==> src/rtl/parity_arb_pkg.sv <==
// ----------------------------------------------------------------------------
// parity_arb_pkg
//   Shared definitions for the two-requester parity-check arbiter:
//   FSM state encodings, default widths and the round-robin pick helper.
// ----------------------------------------------------------------------------
package parity_arb_pkg;

    // Default operand width and error-counter width
    localparam int W_DEF        = 3;
    localparam int ERRCNT_W_DEF = 8;

    // FSM state encodings; 2'd3 is unused and recovers to IDLE
    localparam logic [1:0] ST_IDLE = 2'd0;
    localparam logic [1:0] ST_CALC = 2'd1;
    localparam logic [1:0] ST_HOLD = 2'd2;

    // Round-robin pick: returns 1 when requester 1 should be granted.
    // A lone requester always wins; on a tie, the one that was not
    // granted last time wins.
    function automatic logic rr_pick1(input logic v0, input logic v1, input logic last);
        return v1 & (~v0 | ~last);
    endfunction

endpackage

==> src/rtl/parity_xor_tree.sv <==
// ----------------------------------------------------------------------------
// parity_xor_tree
//   Combinational even-parity reduction of an N-bit vector.
//   Ports:
//     in_i   [N-1:0]  bits to reduce
//     out_o           XOR of all bits of in_i
// ----------------------------------------------------------------------------
module parity_xor_tree #(
    parameter int N = 6
) (
    input  logic [N-1:0] in_i,
    output logic         out_o
);

    assign out_o = ^in_i;

endmodule

==> src/rtl/parity_check_arbiter.sv <==
// ----------------------------------------------------------------------------
// parity_check_arbiter
//   Shares one registered 2xW-bit parity unit between two requesters.
//   Each job is granted round-robin, its operands latched, the parity
//   ^{A,B} registered and compared with the requester-supplied bit, and the
//   result offered over a valid/ready handshake. A saturating counter tracks
//   accepted results that flagged a mismatch.
//   Ports:
//     clk, rst                 clock, synchronous active-high reset
//     reqN_valid/a/b/pbit      job from requester N (N = 0, 1)
//     reqN_ready               job from requester N accepted this cycle
//     res_valid/res_ready      result handshake
//     res_id                   requester owning the result
//     res_parity               computed parity ^{A,B}
//     res_error                res_parity != expected parity bit
//     err_count                saturating count of accepted error results
//     busy                     FSM not in IDLE
// ----------------------------------------------------------------------------
module parity_check_arbiter
    import parity_arb_pkg::*;
#(
    parameter int W        = W_DEF,
    parameter int ERRCNT_W = ERRCNT_W_DEF
) (
    input  logic                clk,
    input  logic                rst,
    input  logic                req0_valid,
    input  logic [W-1:0]        req0_a,
    input  logic [W-1:0]        req0_b,
    input  logic                req0_pbit,
    output logic                req0_ready,
    input  logic                req1_valid,
    input  logic [W-1:0]        req1_a,
    input  logic [W-1:0]        req1_b,
    input  logic                req1_pbit,
    output logic                req1_ready,
    output logic                res_valid,
    input  logic                res_ready,
    output logic                res_id,
    output logic                res_parity,
    output logic                res_error,
    output logic [ERRCNT_W-1:0] err_count,
    output logic                busy
);

    // Saturating increment: all-ones stays all-ones
    function automatic logic [ERRCNT_W-1:0] sat_inc(input logic [ERRCNT_W-1:0] v);
        if (&v) begin
            return v;
        end
        return v + {{(ERRCNT_W-1){1'b0}}, 1'b1};
    endfunction

    logic [1:0]          state_q, state_d;
    logic                last_grant_q;
    logic [W-1:0]        a_q, b_q;
    logic [W-1:0]        a_d, b_d;
    logic                pbit_q, pbit_d;
    logic                id_q;
    logic                parity_q;
    logic                error_q;
    logic [ERRCNT_W-1:0] err_cnt_q, err_cnt_d;

    logic                pick1;
    logic                accept;
    logic                xfer;
    logic                parity_w;

    assign pick1  = rr_pick1(req0_valid, req1_valid, last_grant_q);
    assign accept = req0_ready | req1_ready;
    assign xfer   = res_valid & res_ready;

    // Operand mux toward the latch, steered by the round-robin pick
    assign a_d    = pick1 ? req1_a    : req0_a;
    assign b_d    = pick1 ? req1_b    : req0_b;
    assign pbit_d = pick1 ? req1_pbit : req0_pbit;

    assign err_cnt_d = error_q ? sat_inc(err_cnt_q) : err_cnt_q;

    parity_xor_tree #(
        .N(2 * W)
    ) u_xor (
        .in_i  ({a_q, b_q}),
        .out_o (parity_w)
    );

    // ---------------- FSM: state register ----------------
    always_ff @(posedge clk) begin
        if (rst) begin
            state_q <= ST_IDLE;
        end else begin
            state_q <= state_d;
        end
    end

    // ---------------- FSM: next-state logic ----------------
    always_comb begin
        state_d = state_q;
        case (state_q)
            ST_IDLE: if (accept)    state_d = ST_CALC;
            ST_CALC:                state_d = ST_HOLD;
            ST_HOLD: if (res_ready) state_d = ST_IDLE;
            default:                state_d = ST_IDLE;
        endcase
    end

    // ---------------- FSM: outputs ----------------
    // Ready is only ever offered in IDLE and never while reset is asserted,
    // so a job presented during reset cannot be half-accepted.
    always_comb begin
        req0_ready = 1'b0;
        req1_ready = 1'b0;
        res_valid  = 1'b0;
        busy       = 1'b1;
        case (state_q)
            ST_IDLE: begin
                busy = 1'b0;
                if (!rst) begin
                    req0_ready = req0_valid & ~pick1;
                    req1_ready = req1_valid &  pick1;
                end
            end
            ST_HOLD: res_valid = 1'b1;
            default: ;
        endcase
    end

    // ---------------- operand, result and counter registers ----------------
    always_ff @(posedge clk) begin
        if (rst) begin
            a_q          <= '0;
            b_q          <= '0;
            pbit_q       <= 1'b0;
            id_q         <= 1'b0;
            parity_q     <= 1'b0;
            error_q      <= 1'b0;
            last_grant_q <= 1'b1;   // requester 0 wins the first tie
            err_cnt_q    <= '0;
        end else begin
            if (accept) begin
                a_q    <= a_d;
                b_q    <= b_d;
                pbit_q <= pbit_d;
                id_q   <= pick1;
            end
            if (state_q == ST_CALC) begin
                parity_q <= parity_w;
                error_q  <= parity_w ^ pbit_q;
            end
            // Pointer and counter move only when the consumer takes the result
            if (xfer) begin
                last_grant_q <= id_q;
                err_cnt_q    <= err_cnt_d;
            end
        end
    end

    assign res_id     = id_q;
    assign res_parity = parity_q;
    assign res_error  = error_q;
    assign err_count  = err_cnt_q;

endmodule
==> config.mk <==
export PLATFORM = sky130hd
export DESIGN_NAME = parity_check_arbiter
export DESIGN_NICKNAME = d
export VERILOG_FILES = /design/src/rtl/parity_arb_pkg.sv /design/src/rtl/parity_xor_tree.sv /design/src/rtl/parity_check_arbiter.sv
export SDC_FILE = /design/constraint.sdc
export NUM_CORES = 1
export LEC_CHECK = 0
export BUFFER_PORTS_ARGS = -buffer_cell sky130_fd_sc_hd__buf_2
export CAP_MARGIN = 20
export CORE_ASPECT_RATIO = 0.5
export CORE_MARGIN = 1.5
export CORE_UTILIZATION = 40
export CTS_BUF_LIST = sky130_fd_sc_hd__clkbuf_16
export DETAILED_ROUTE_END_ITERATION = 7
export PLACE_DENSITY = 0.76
export SYNTH_ARGS = -nofsm -noshare
export SYNTH_HDL_FRONTEND = slang
export SYNTH_SLANG_ARGS = --single-unit
==> constraint.sdc <==
create_clock -name clk -period 3.9 [get_ports clk]
set_clock_uncertainty 0.2 [all_clocks]
set_input_delay 0.585 -clock clk [delete_from_list [all_inputs] [get_ports clk]]
set_output_delay 0.585 -clock clk [all_outputs]
set_load 0.05 [all_outputs]
**Word-level counts from Yosys, hierarchy flattened**

Index checks and enable logic that the tools add are counted.

- Register bits after elaboration: 21
- Input bits: 19
- Output and inout port bits: 15
- Word-level logic and storage cells: 44

- Add/subtract/negate cells: 1
- Equal/unequal tests: 5
- Multiplexer cells: 14
- Bitwise gates (word level): 10
- Reduce and logical (&&, ||, !) cells: 5

Operator list:

| cell | number |
|---|---|
| $add 8x1->8 const B | 1 |
| $mux 1 | 8 |
| $mux 8 | 1 |
| $reduce_and 8->1 | 1 |
| $mux 3 | 2 |
| $ne 2x2->1 const B | 3 |
| $pmux 2 s3 | 1 |
| $reduce_xor 6->1 | 1 |
| $and 1x1->1 | 4 |
| $mux 2 | 2 |
| $not 1->1 | 3 |
| $reduce_and 3->1 | 1 |
| $eq 2x1->1 const B | 1 |
| $eq 2x2->1 const B | 1 |
| $logic_not 2->1 | 1 |
| $or 1x1->1 | 2 |
| $reduce_and 2->1 | 1 |
| $xor 1x1->1 | 1 |

**Depth between registers and ports, before layout**

Gate-level depths: netlist of run 1.

- Word-level depth: 10
- Mapped depth: 5
- Gate-level depth less buffers: 5

**Modules after synthesis**

Synthesis of run 1 repeated with hierarchy kept, for this count alone.

- Cell total of the unflattened synthesis: 105
- Area, all modules: 1,012.2 sq um

By module, submodules not included:

| module | times used | cells an instance | area an instance (sq um) | sequential area each (sq um) |
|---|---|---|---|---|
| parity_check_arbiter | 1 | 101 | 955.9 | 420.4 |
| parity_xor_tree | 1 | 4 | 56.3 | 0.0 |

**Least setup slack after synthesis of run 1**

OpenSTA, ideal clock, no wires.

- Path type: input-to-output
- Start: input port req1_valid
- End: output port req0_ready
- Arrival: 1.555 ns
- Data required time: 3.115 ns
- Slack: 1.560 ns
- Stages on the path: 3
- Path buffers: 1
- Cell sequence: a21boi_0 -> buf_2 -> nor2_1

- Cells in the longest elaborated chain, start to end: 5

Ends and longest elaborated chain:

| item | RTL line | RTL |
|---|---|---|
| from (decl) | parity_check_arbiter.sv:32 | `input logic req1_valid,` |
| $and 1x1->1 | parity_arb_pkg.sv:21 | `return v1 & (~v0 \| ~last);` |
| $not 1->1 | parity_check_arbiter.sv:119 | `req0_ready = req0_valid & ~pick1;` |
| $and 1x1->1 | parity_check_arbiter.sv:119 |  |
| $mux 1 | parity_check_arbiter.sv:118 | `if (!rst) begin` |
| $mux 1 | parity_check_arbiter.sv:115 | `case (state_q)` |
| to (decl) | parity_check_arbiter.sv:31 | `output logic req0_ready,` |

Every way passes these cells.

**Final worst setup path of run 1**

- Start: input port rst
- End: output port req0_ready

- Cells in the longest elaborated chain, start to end: 2

Ends and longest elaborated chain:

| item | RTL line | RTL |
|---|---|---|
| from (decl) | parity_check_arbiter.sv:26 | `input logic rst,` |
| $mux 1 | parity_check_arbiter.sv:118 |  |
| $mux 1 | parity_check_arbiter.sv:115 |  |

Every way passes these cells.

==> run summary, run 1 <==
Sequential share of the synthesized area = 0.4034
Drt via density = 5.000
Final Net Count = 170
Leakage = 0.5745 nW
PostCTS Resize Cnt = 0
H-tree depth = 1
Max Freq = 419.1 MHz
Largest net degree at the start of global routing = 26
DP Worst Slack = 1.563 ns
Clock Root Buffer = clkbuf_16
Worst Setup Slack, final = 1.514 ns
Prevailing post-synth register cell = dfxtp_1
DRC violation count after routing = 0
RSZ-0062 raised after global routing = no
Placed insts = 180
Die area = 2940 um2
Total power after layout = 0.5536 mW
Number of routed nets with antenna violations = 0
Number of global-route vias before repair = 757
Total wire length = 2020 um
Hold Crit Class = register to register
Core Rows = 12
Syn nets = 135
Max-cap violations = 0
Cell taking the most area after synthesis = dfxtp_1
Max transition margin = 0.6994
Critical Path Max Stage Delay = 0.31 ns
Reg clk slew, reported paths = 0.05 ns
GRT Overall Usage = 0.1589
Detailed placer's ending HPWL = 1471 um
Clk_lat worst skew = 0.25 ns
Initial Util = 0.4450
Final min period = 2.386 ns
Cell Pwr Density = 420.2 nW/um2
CTS tree = yes
Required @ worst endpoint = 3.12 ns
Async SR Flop Fraction = 0
Fill cell count = 211
Worst slew pin tran = 0.4508 ns
1st-pass router iterations = 4
DR iter-0 viols = 11
Post-Route Utilization = 0.5625
Flops & latches, synth = 21
Mapped Cells = 115
Gr ovfl total = 0
Worst path slowest cell = nor3_1
Endpoints failing setup = 0
CP endpoint kind = primary output
Die height = 39.10 um
CP max FO = 25
Synth top area cells = dfxtp_1 (40%), mux2i_1 (7.7%), nor2_1 (6.1%)
Most numerous cell in the Yosys netlist = dfxtp_1
Num ports = 34
Worst path most repeated cell = buf_2
Crit path DAT = 1.60 ns
Max-slew violations = 0
RePlAce Congestion = 0.6950
Synth-to-layout area growth = 26.41%
Tcrit/Tclk final = 0.6119
Final hold vios = 0
Postcts setup bufs = 0
List of most frequent post-synthesis cells = dfxtp_1 (21), nor2_1 (17), mux2i_1 (8), a211oi_1 (7)
Post-synth top area share = 0.4034
Initial antenna violation count = 0
Wire per inst = 10.98 um
Clock sinks = 21
Synth Warn # = 0
Kind of critical path = input port to primary output
CTS Buffer Depth = 2
Peak VDD IR = 0.1999 mV
Core area = 2342 um2
Synth unique cells = 35
Die width = 75.19 um
Layout cells sized above 1 = 0.2617
Antenna diodes = 0
Critical-path cell list = buf_2 -> nor3_1 -> nand2_1 -> nor2_1 -> buf_2
Synthesized cell area = 1042 um2
CTS Hold Bufs = 0
Total number of vias = 920
CTS buffer count = 3
First-pass GRT wire length = 3339 um
Critical path startpoint category = input port
Post-synth EDFFs = 0
Synthesized area per cell = 9.063 um2
Setup TNS = 0 ns
# port buffers = 33
Layout Cells excl Fill = 184
Status = finished clean
-- state kept, by name, indices dropped and copies added (netlist names) --
name	count
res_id	1
err_count	8
b_q	3
a_q	3
state_q	2
last_grant_q	1
pbit_q	1
res_parity	1
res_error	1
-- final cells by class --
class,instances,area [um2],share of cell area
clock buffer,3,75.07,0.05698
sequential,21,420.4,0.3191
inverter,3,11.26,0.008547
clock inverter,1,3.754,0.002849
multi-input combinational,87,590.6,0.4482
tap,35,43.79,0.03324
timing repair buffer,34,172.7,0.1311
-- final timing paths --
kind,endpoint,start,depth (start not counted),slack (ns)
worst max register to register,a_q[1]$_SDFFE_PP0P_,state_q[1]$_SDFFE_PP0P_,4,2.17
worst min-delay path,b_q[0]$_SDFFE_PP0P_,b_q[0]$_SDFFE_PP0P_,2,0.31
worst min register to register,b_q[0]$_SDFFE_PP0P_,b_q[0]$_SDFFE_PP0P_,2,0.31
worst max-delay path,req0_ready,rst,5,1.51
-- power by group --
| part | switching (mW) | internal [mW] | leakage, nW |
|---|---|---|---|
| clock | 0.0727 | 0.136 | 0.0423 |
| sequential | 0.0109 | 0.228 | 0.172 |
| combinational | 0.0642 | 0.0412 | 0.361 |
| total | 0.148 | 0.406 | 0.574 |
-- routing by layer --
layer	vias up	part of all wire	global-route usage
li1	488	-	-
met1	408	0.47	0.1736
met2	22	0.47	0.3009
met3	2	0.051	0.05469
met4	0	0.0059	0.04018
met5	-	0	0
-- through the flow --
step / cell area [um2] / hold WS [ns]
final: 1318 / 0.3094
after global routing: 1318 / 0.3367
after global placement: 1239 / 0.2900
after floorplan: 1042 / 0.2901
after detailed placement: 1239 / 0.3065
after CTS: 1318 / 0.3139
-- cell usage in the layout, fill, tap and decap left out, drive strengths merged, types with 2 or more instances in the layout --
master / count
buf: 34
dfxtp: 21
nor2: 17
mux2i: 8
a211oi: 7
o21ai: 6
a21oi: 5
xnor2: 5
inv: 4
nand3: 4
xor2: 4
or3: 3
nand2b: 3
clkbuf: 3
nand2: 2
and2: 2
o211ai: 2
o21a: 2
nor4: 2
a21boi: 2
-- kinds of logic after synthesis --
kind of cell | share of synthesized area
mux | 0.07683
flops | 0.4034
buf+inv | 0.03001
compound gates | 0.1825
simple gates | 0.2197
xor+xnor | 0.07562
fa+ha+maj | 0.01200
-- worst max-delay path: cells and delay by family --
family,cells,cell delay [ns]
buf+inv,2,0.52
simple gates,3,0.49
No activity file was read; power rests on OpenSTA's default activity.
==> inputs of run 2 (changes only) <==
- clock period: 3.9 -> 2.25 ns (I/O delays scaled with it)
==> run summary, run 2 (synthesis gave the netlist of run 1 again) <==
Required @ worst endpoint = 1.71 ns
Design Area, Final = 1325 um2
Max-cap violations = 0
GRT Overall Usage = 0.1826
Crit path DAT = 1.35 ns
Largest net degree at the start of global routing = 25
CTS Hold Bufs = 0
CP endpoint kind = primary output
Gr ovfl total = 0
Leakage = 0.5793 nW
Post-place instance area = 1246 um2
Final hold vios = 0
Number of global-route vias before repair = 915
Postcts setup bufs = 0
Clk_lat worst skew = 0.25 ns
Hold Crit Class = input port to register
Antenna diodes = 0
Number of routed nets with antenna violations = 0
Endpoints failing setup = 0
Drt via density = 5.070
Commonest non-fill, non-tap cell in the layout = buf_2
Worst slew pin tran = 0.4593 ns
CTS tree = yes
# port buffers = 33
Num ports = 34
Core area = 2342 um2
Cell Pwr Density = 734.2 nW/um2
Die height = 39.10 um
Core Rows = 12
Synth-to-layout area growth = 27.13%
Die area = 2940 um2
Setup TNS = 0 ns
Critical path startpoint category = register
1st-pass router iterations = 4
PostCTS Resize Cnt = 0
Final min period = 1.889 ns
DRC violation count after routing = 0
DR iter-0 viols = 18
Reg clk slew, reported paths = 0.06 ns
Die width = 75.19 um
Max transition margin = 0.6938
Max Freq = 529.3 MHz
CTS buffer count = 3
Total number of vias = 938
RePlAce Congestion = 0.7235
Clock sinks = 21
Pint = 0.7047 mW
Kind of critical path = register to primary output
Wire per inst = 11.35 um
Commonest non-fill, non-tap cells in the layout = buf_2 (33), dfxtp_1 (21), nor2_1 (17)
Number of flip-flops under the largest register name = 8
Initial Util = 0.4450
Peak VDD IR = 0.4636 mV
Status = finished clean
Sw Ratio = 0.2756
RSZ-0062 raised after global routing = no
CTS Buffer Depth = 2
Part of the power in registers = 0.427
Detailed placer's ending HPWL = 1513 um
Clock power frac = 0.383
Initial antenna violation count = 0
Max-slew violations = 0
Psw = 0.2681 mW
Tcrit/Tclk final = 0.8396
Clock Root Buffer = clkbuf_16
Total wire length = 2099 um
H-tree depth = 1
CP max FO = 6
Final Net Count = 171
Logic pwr share = 0.190
Layout cells sized above 1 = 0.2667
First-pass GRT wire length = 3850 um
[run 2: cell types whose count changed in the layout (fill, tap and decap cells not counted), sizes merged]
cell  previous run  this run
buf             34        35
[run 2: metrics by stage]
step           setup slack (ns)    util  hold WS (ns)  power [mW]  std cells
2_1_floorplan            0.2163       -        0.2901      0.5612        115
3_3_place_gp             0.5429  0.5321        0.2857      0.6029        181
3_5_place_dp             0.4975  0.5321        0.3057      0.6073        181
4_1_cts                  0.3486  0.5657        0.1680      0.9847        185
5_1_grt                  0.2293  0.5657        0.1848       1.024        185
6_report                 0.3609  0.5657        0.1746      0.9728        185
[run 2: power groups by stage]
stage          logic (mW)  registers (mW)  clock network (mW)
4_1_cts             0.187           0.415               0.383
5_1_grt             0.207           0.418               0.399
2_1_floorplan       0.119           0.442                   0
6_report            0.185           0.415               0.373
3_5_place_dp        0.185           0.422                   0
3_3_place_gp        0.182           0.421                   0
[run 2: path summary, 6_finish.rpt]
path	slack [ns]	end	cells after the start	from
setup reg to reg	0.53	b_q[0]$_SDFFE_PP0P_	4	state_q[1]$_SDFFE_PP0P_
hold / removal	0.17	last_grant_q$_SDFFE_PP1P_	2	res_ready
setup / recovery	0.36	req0_ready	4	state_q[1]$_SDFFE_PP0P_
hold reg to reg	0.31	b_q[1]$_SDFFE_PP0P_	2	b_q[1]$_SDFFE_PP0P_
[run 2: metal layers]
layer | vias up | global-route usage | wire length, um | part of all wire
met5 | - | 0 | 0 | 0
met4 | 0 | 0.07143 | 0 | 0
met3 | 0 | 0.07031 | 102 | 0.049
met2 | 26 | 0.3407 | 1029 | 0.49
met1 | 423 | 0.1901 | 967 | 0.46
li1 | 489 | - | - | -
[run 2: area by class of cell]
type / instances / area [um2]
Timing Repair Buffer: 35 / 180.2
Fill cell: 214 / 1017
Tap cell: 35 / 43.79
Inverter: 3 / 11.26
Clock inverter: 1 / 3.754
Sequential cell: 21 / 420.4
Multi-Input combinational cell: 87 / 590.6
Clock buffer: 3 / 75.07
[run 2: critical path, cell delays in order, from the launching register on]
cell and delay [ns]:
dfxtp_1 0.36, nor3_1 0.31, nand2_1 0.10, nor2_1 0.08
buf_2 0.26
